==> config.mk <==
export PLATFORM = sky130hd
export DESIGN_NAME = snn_image_loader_flat
export DESIGN_NICKNAME = d
export VERILOG_FILES = /design/src/rtl/snn_image_loader_if.sv /design/src/rtl/snn_image_loader.sv /design/src/flat_wrapper.sv
export SDC_FILE = /design/constraint.sdc
export NUM_CORES = 2
export LEC_CHECK = 0
export BUFFER_PORTS_ARGS = -buffer_cell sky130_fd_sc_hd__buf_4
export CORE_ASPECT_RATIO = 1.75
export CORE_UTILIZATION = 35
export CTS_CLUSTER_DIAMETER = 40
export DETAILED_ROUTE_END_ITERATION = 16
export PLACE_DENSITY = 0.51
export SYNTH_ARGS = -nofsm -noshare
export SYNTH_HDL_FRONTEND = slang
export SYNTH_SLANG_ARGS = --single-unit
export TNS_END_PERCENT = 1
==> constraint.sdc <==
create_clock -name clk -period 2.7 [get_ports clk]
set_input_delay 0.135 -clock clk [delete_from_list [all_inputs] [get_ports clk]]
set_output_delay 0.135 -clock clk [all_outputs]
set_load 0.01 [all_outputs]
==> src/rtl/snn_image_loader_if.sv <==
// Byte-stream and core-side bus of the SNN image loader.
// The loader takes the slave modport; the UART/core side takes the master modport.
interface snn_image_loader_if #(
  parameter int ADDR_W = 10
);
  logic              rx_rdy;
  logic [7:0]        rx_data;
  logic [ADDR_W-1:0] core_addr;
  logic              core_q;
  logic              start;
  logic              core_done;
  logic              clr_err;
  logic [1:0]        err;
  logic [1:0]        n_full;
  logic              loading;

  modport master (
    output rx_rdy, rx_data, core_addr, core_done, clr_err,
    input  core_q, start, err, n_full, loading
  );

  modport slave (
    input  rx_rdy, rx_data, core_addr, core_done, clr_err,
    output core_q, start, err, n_full, loading
  );
endinterface

==> src/rtl/snn_image_loader.sv <==
// Double-buffered UART image loader: unpacks received bytes into two
// bit-addressable banks and starts the SNN core once per complete image.
module snn_image_loader #(
  parameter int IMG_BITS    = 784,
  parameter int ADDR_W      = 10,
  parameter int TIMEOUT_CYC = 5_000_000,
  parameter int LSB_FIRST   = 1
) (
  input  logic                clk,
  input  logic                rst_n,
  snn_image_loader_if.slave   bus
);

  localparam int NBYTES = (IMG_BITS + 7) / 8;
  localparam int CNT_W  = (NBYTES > 1) ? $clog2(NBYTES) : 1;
  localparam int IDLE_W = (TIMEOUT_CYC > 1) ? $clog2(TIMEOUT_CYC + 1) : 1;
  localparam logic [CNT_W-1:0]  CNT_LAST  = CNT_W'(NBYTES - 1);
  localparam logic [IDLE_W-1:0] IDLE_LAST = (TIMEOUT_CYC > 0) ? IDLE_W'(TIMEOUT_CYC - 1) : '0;
  localparam logic [IDLE_W-1:0] IDLE_MAX  = '1;

  typedef enum logic {S_IDLE = 1'b0, S_RUN = 1'b1} state_t;

  state_t            state_q, state_d;
  logic              wr_bank_q, wr_bank_d;
  logic              rd_bank_q, rd_bank_d;
  logic [1:0]        full_q, full_d;
  logic [CNT_W-1:0]  cnt_q, cnt_d;
  logic [IDLE_W-1:0] idle_q, idle_d;
  logic              start_q, start_d;
  logic              pix_q, pix_d;
  logic [1:0]        err_q, err_d;
  logic [1:0]        n_full_q, n_full_d;
  logic              loading_q, loading_d;

  logic [7:0]        bank0_q [NBYTES];
  logic [7:0]        bank1_q [NBYTES];

  logic              wr_en_s, overrun_s, timeout_s, set_full_s, done_s;
  logic [CNT_W-1:0]  rd_idx_s;
  logic [2:0]        bit_idx_s;
  logic [7:0]        rd_byte_s;
  logic              in_range_s;

  // Load side: byte counter, write bank and inter-byte timeout
  always_comb begin
    wr_en_s    = bus.rx_rdy && !full_q[wr_bank_q];
    overrun_s  = bus.rx_rdy && full_q[wr_bank_q];
    // A byte arriving on the expiry cycle wins over the timeout
    timeout_s  = (TIMEOUT_CYC != 0) && !bus.rx_rdy && (cnt_q != '0) && (idle_q == IDLE_LAST);
    cnt_d      = cnt_q;
    wr_bank_d  = wr_bank_q;
    set_full_s = 1'b0;
    if (wr_en_s) begin
      if (cnt_q == CNT_LAST) begin
        cnt_d      = '0;
        wr_bank_d  = ~wr_bank_q;
        set_full_s = 1'b1;
      end else begin
        cnt_d = cnt_q + CNT_W'(1);
      end
    end else if (timeout_s) begin
      cnt_d = '0;
    end else begin
      cnt_d = cnt_q;
    end
    if (bus.rx_rdy) begin
      idle_d = '0;
    end else if (idle_q != IDLE_MAX) begin
      idle_d = idle_q + IDLE_W'(1);
    end else begin
      idle_d = idle_q;
    end
  end

  // Core-side FSM: issue start for a full bank, release it on core_done
  always_comb begin
    state_d   = state_q;
    start_d   = 1'b0;
    rd_bank_d = rd_bank_q;
    done_s    = 1'b0;
    case (state_q)
      S_IDLE: begin
        if (full_q[rd_bank_q]) begin
          start_d = 1'b1;
          state_d = S_RUN;
        end else begin
          state_d = S_IDLE;
        end
      end
      S_RUN: begin
        if (bus.core_done) begin
          done_s    = 1'b1;
          rd_bank_d = ~rd_bank_q;
          state_d   = S_IDLE;
        end else begin
          state_d = S_RUN;
        end
      end
      default: state_d = S_IDLE;
    endcase
  end

  // Full flags, sticky errors, status and pixel read
  always_comb begin
    full_d = full_q;
    // Writes only target a bank that is not full, so set and clear never collide
    if (done_s) begin
      full_d[rd_bank_q] = 1'b0;
    end else begin
      full_d = full_q;
    end
    if (set_full_s) begin
      full_d[wr_bank_q] = 1'b1;
    end else begin
      full_d = full_d;
    end
    err_d      = (bus.clr_err ? 2'b00 : err_q) | {timeout_s, overrun_s};
    n_full_d   = {1'b0, full_d[0]} + {1'b0, full_d[1]};
    loading_d  = (cnt_d != '0);
    rd_idx_s   = CNT_W'(bus.core_addr >> 3);
    in_range_s = ({1'b0, bus.core_addr} < (ADDR_W + 1)'(IMG_BITS));
    bit_idx_s  = (LSB_FIRST != 0) ? bus.core_addr[2:0] : (3'd7 - bus.core_addr[2:0]);
    rd_byte_s  = rd_bank_q ? bank1_q[rd_idx_s] : bank0_q[rd_idx_s];
    pix_d      = in_range_s & rd_byte_s[bit_idx_s];
  end

  // State and output registers
  always_ff @(posedge clk or negedge rst_n) begin
    if (!rst_n) begin
      state_q   <= S_IDLE;
      wr_bank_q <= 1'b0;
      rd_bank_q <= 1'b0;
      full_q    <= 2'b00;
      cnt_q     <= '0;
      idle_q    <= '0;
      start_q   <= 1'b0;
      pix_q     <= 1'b0;
      err_q     <= 2'b00;
      n_full_q  <= 2'b00;
      loading_q <= 1'b0;
    end else begin
      state_q   <= state_d;
      wr_bank_q <= wr_bank_d;
      rd_bank_q <= rd_bank_d;
      full_q    <= full_d;
      cnt_q     <= cnt_d;
      idle_q    <= idle_d;
      start_q   <= start_d;
      pix_q     <= pix_d;
      err_q     <= err_d;
      n_full_q  <= n_full_d;
      loading_q <= loading_d;
    end
  end

  // Image storage, contents intentionally not reset
  always_ff @(posedge clk) begin
    if (wr_en_s) begin
      if (wr_bank_q) begin
        bank1_q[cnt_q] <= bus.rx_data;
      end else begin
        bank0_q[cnt_q] <= bus.rx_data;
      end
    end
  end

  assign bus.core_q  = pix_q;
  assign bus.start   = start_q;
  assign bus.err     = err_q;
  assign bus.n_full  = n_full_q;
  assign bus.loading = loading_q;

endmodule
==> src/flat_wrapper.sv <==
// flat-port wrapper written by rule: the top's interface ports become plain ports
module snn_image_loader_flat 
#(
  parameter int IMG_BITS    = 784,
  parameter int ADDR_W      = 10,
  parameter int TIMEOUT_CYC = 5_000_000,
  parameter int LSB_FIRST   = 1
)
  (clk, rst_n, bus_rx_rdy, bus_rx_data, bus_core_addr, bus_core_done, bus_clr_err, bus_core_q, bus_start, bus_err, bus_n_full, bus_loading);
  snn_image_loader_if #(.ADDR_W(ADDR_W)) bus_i ();
  input  logic clk;
  input  logic rst_n;
  input wire logic [$bits(bus_i.rx_rdy)-1:0] bus_rx_rdy;
  input wire logic [$bits(bus_i.rx_data)-1:0] bus_rx_data;
  input wire logic [$bits(bus_i.core_addr)-1:0] bus_core_addr;
  input wire logic [$bits(bus_i.core_done)-1:0] bus_core_done;
  input wire logic [$bits(bus_i.clr_err)-1:0] bus_clr_err;
  output wire logic [$bits(bus_i.core_q)-1:0] bus_core_q;
  output wire logic [$bits(bus_i.start)-1:0] bus_start;
  output wire logic [$bits(bus_i.err)-1:0] bus_err;
  output wire logic [$bits(bus_i.n_full)-1:0] bus_n_full;
  output wire logic [$bits(bus_i.loading)-1:0] bus_loading;
  assign bus_i.rx_rdy = bus_rx_rdy;
  assign bus_i.rx_data = bus_rx_data;
  assign bus_i.core_addr = bus_core_addr;
  assign bus_i.core_done = bus_core_done;
  assign bus_i.clr_err = bus_clr_err;
  assign bus_core_q = bus_i.core_q;
  assign bus_start = bus_i.start;
  assign bus_err = bus_i.err;
  assign bus_n_full = bus_i.n_full;
  assign bus_loading = bus_i.loading;
  snn_image_loader #(.IMG_BITS(IMG_BITS), .ADDR_W(ADDR_W), .TIMEOUT_CYC(TIMEOUT_CYC), .LSB_FIRST(LSB_FIRST)) u_core (.clk(clk), .rst_n(rst_n), .bus(bus_i));
endmodule
==> impl_metrics.py <==
metrics = {
    "run_status": {
        "outcome": "finished, violations left",
        "violations": "setup timing",
    },
    "clock_tree": {
        "cts.sinks": 1610,
        "cts_buffers": 161,
        "clkTransAtPathRegs_ps": 70,
        "cts_root_buffer": "clkbuf_16",
        "clockBufferDepth": 4,
        "cts_htree_levels": 4,
        "clk_latency_ps": 790,
        "tritoncts": "done",
    },
    "sta": {
        "finalMaxSlewViolations": 0,
        "worst_pin_slew_ps": 997.7,
        "rsz0062_at_grt": "yes",
        "finalWorstSetupSlack_ps": -180.1,
        "min_period_ps": 2880,
        "finalCritPeriodShare_pct": 106.7,
        "fin_worst_skew_ps": 41.04,
        "slew_headroom_pct": 33.49,
        "finalSetupViolations": 1,
        "fmax_mhz": 347.2,
        "finalHoldViolations": 0,
    },
    "yosys": {
        "synth.net_count": 3293,
        "ys_ff_latch": 1610,
        "ys.flop_type": "edfxtp_1",
        "syn_inst": 3265,
        "ys_async_sr_fraction_pct": 2.609,
        "ys_types": 79,
        "synth_enable_flop_cells": 1568,
        "ys_seq_area_share_pct": 75.12,
        "yosysWarnings": 0,
        "syn_avg_cell_area_um2": 19.63,
        "syn_area_mm2": 0.06408,
    },
    "placed_design": {
        "dp_hpwl_um": 130000,
        "gp_congestion": 0.8963,
        "place_inst": 6113,
        "port_buffers": 29,
        "post_dp_cell_area_mm2": 0.07123,
    },
    "grt": {
        "antenna_found_initial": 4,
        "grt_remaining_overflow": 0,
        "grt_pass1_wl_um": 269800,
        "track_usage_pct": 20.50,
        "grt_pass1_vias": 35900,
        "grt_max_degree": 86,
    },
    "cells_and_area": {
        "drive_above_1_share_pct": 29.72,
        "nFillCells": 16240,
        "syn2layout_area_growth_pct": 19.41,
        "multi_input_area_mm2": 0.01441,
        "seqCellArea_mm2": 0.04814,
        "final_cells": 6413,
        "final_area_mm2": 0.07651,
        "nNetsFinal": 3919,
    },
    "detailed_routing": {
        "viasPerCell": 5.345,
        "vias": 34280,
        "drt_iter0_markers": 3031,
        "finalWirelength_um": 190400,
        "dr.pass1.iters": 5,
        "wl_per_cell_um": 29.69,
        "ant_nets": 0,
        "drc": 0,
    },
    "power_and_ir_drop": {
        "power_density_mw_per_mm2": 697.9,
        "leakage_nw": 25.59,
        "vdd_drop_max_mv": 0.4280,
    },
    "hold_path": {
        "hp-class": "input pin to flip-flop",
    },
    "floorplanning": {
        "die_area_mm2": 0.1849,
        "start_util_pct": 35.24,
        "rows": 207,
        "die_x_um": 325.4,
        "ios": 30,
        "die_h_um": 568.0,
        "core-area_mm2": 0.1818,
    },
    "job": {
        "cap_viol_max_count": 0,
    },
    "worst_setup_path": {
        "crit_path_end_kind": "flip-flop",
        "critPathKind": "flip-flop to flip-flop",
        "critPathLaunchType": "flip-flop",
        "critPathRequiredTime_ps": 3360,
        "cp.arrival_ps": 3540,
        "crit_path_max_fanout": 1,
    },
}
## layout by cell type, fill, tap and decap left out, types with 12 or more instances in the layout
cell type,Yosys,layout
edfxtp_1,1568,1568
buf_4,20,574
mux4_2,267,267
nor2_1,264,262
mux2i_1,257,257
clkbuf_16,0,163
nand2_1,89,89
o221ai_1,75,75
a21oi_1,62,62
buf_12,16,61
o22ai_1,43,43
dfrtp_1,42,42
o21ai_0,32,32
nand3_1,30,30
nor3_1,30,29
clkbuf_1,78,27
clkinv_2,0,24
mux4_1,23,23
nor2b_1,19,19
a22oi_1,20,19
clkinv_1,2,18
a211oi_1,18,18
dlygate4sd3_1,0,17
inv_6,0,15
mux2_2,14,14
nand2b_1,14,13
nor4_1,12,12
xor2_1,12,12
## final timing paths
kind / start / depth (start not counted) / slack, ps / to
worst max-delay path: u_core.bank0_q[55][1] / 9 / -180 / u_core.bus.core_q
max in group asynchronous: rst_n / 4 / 1960 / u_core.idle_q[8]
worst min-delay path: bus_clr_err / 3 / 60 / u_core.bus.err[1]
worst min register to register: u_core.bus.err[0] / 2 / 520 / u_core.bus.err[0]
min in group asynchronous: rst_n / 4 / 480 / u_core.bus.err[0]
worst max register to register: u_core.bank0_q[55][1] / 9 / -180 / u_core.bus.core_q
## worst max-delay path: stages, from the launching register on
cell and delay, ps:
edfxtp_1 380, mux4_2 490, mux4_2 530, a22oi_2 330, nor2_4 90, nor4_4 400
buf_4 190, a41oi_2 40, a311oi_2 240, a2111oi_2 60
## area by class of cell
| cell class | count | share of cell area (%) |
|---|---|---|
| flip-flops and latches | 1610 | 62.91 |
| multi-input cells | 1440 | 18.84 |
| repair buffers | 664 | 7.658 |
| clock buffers | 194 | 5.535 |
| well taps | 2403 | 3.929 |
| clock inverters | 86 | 1.050 |
| inverters | 14 | 0.07195 |
| diodes | 2 | 0.006541 |
## kinds of logic (layout without fill, tap and decap cells)
group	count (synthesis)	count (layout)	synth area share, %
compound gates	342	342	3.858
xor+xnor	22	22	0.3007
fa+ha+maj	5	5	0.09763
buf+inv	215	958	2.476
flops	1610	1610	75.12
mux	561	561	14.59
other cells	0	2	0
simple gates	510	510	3.556
## power breakdown
part / switching, mW / leakage [nW] / internal, mW
sequential: 0.0946 / 14.7 / 27.5
clock: 9.67 / 2.46 / 12.3
combinational: 2.41 / 8.47 / 1.41
total: 12.2 / 25.6 / 41.2
## per-stage QoR
| step | power, mW | setup slack, ps | setup TNS (ps) | util (%) | hold slack [ps] |
|---|---|---|---|---|---|
| global route | 54.80 | -207.3 | -207.3 | 42.08 | 44.52 |
| global placement | 31.99 | -948.9 | -948.9 | 39.18 | 223.3 |
| CTS | 53.87 | -167.5 | -167.5 | 42.08 | 21.26 |
| detailed placement | 32.01 | -907.2 | -907.2 | 39.18 | 207.7 |
| floorplan | 29.88 | 278.8 | 0 | - | -160.6 |
| finish | 53.40 | -180.1 | -180.1 | 42.08 | 57.78 |
## routing by layer
metal | part of all wire, % | vias up | GRT usage, %
met1 | 37 | 18320 | 23.68
met2 | 54 | 945 | 38.00
met5 | 0.015 | - | 0
met4 | 4.5 | 4 | 8.625
met3 | 4.3 | 353 | 2.436
li1 | - | 14660 | -
## sequential cells by signal, indices dropped and copies added, names as in the netlist
signal and count:
u_core.bus.core_q 1, u_core.bus.n_full 2, u_core.bus.err 2, u_core.rd_bank_q 1
u_core.idle_q 23, u_core.cnt_q 7, u_core.wr_bank_q 1, u_core.bank1_q 784
u_core.state_q 1, u_core.bus.start 1, u_core.bank0_q 784, u_core.bus.loading 1
u_core.full_q 2
## timing repair
action	in CTS	in global routing
endpoints found under the setup margin	1	2
pin swaps	4	0
gates cloned	0	0
buffers inserted	0	0
gates resized for setup	7	2
hold endpoints to repair	491	0
hold buffers	18	0
## synthesized netlist by cell type, types with 5 or more instances
master    count  area share (%)
a211oi_1     18            0.21
a21oi_1      62            0.48
a221oi_1      9            0.12
a22o_1        7           0.096
a22oi_1      20            0.23
a31oi_1       6           0.059
and2_1        7           0.068
and3_1       10           0.098
buf_1         6           0.035
buf_12       16            0.50
buf_2        34            0.27
buf_4        20            0.23
buf_6        24            0.42
buf_8        18            0.42
clkbuf_1     78            0.46
clkbuf_4      5           0.059
dfrtp_1      42             1.6
edfxtp_1   1568              73
ha_1          5           0.098
inv_1        11           0.064
mux2_2       14            0.25
mux2i_1     257             4.0
mux4_1       23            0.94
mux4_2      267             9.4
nand2_1      89            0.52
nand2b_1     14            0.14
nand3_1      30            0.23
nand4_1      11            0.11
nor2_1      264             1.5
nor2b_1      19            0.19
nor3_1       30            0.23
nor4_1       12            0.12
o211ai_1      6           0.070
o21ai_0      32            0.25
o221ai_1     75             1.0
o22ai_1      43            0.42
o311ai_0      5           0.068
o31ai_1       6           0.070
xnor2_1      10            0.14
xor2_1       12            0.16
No activity file was read; power rests on OpenSTA's default activity.
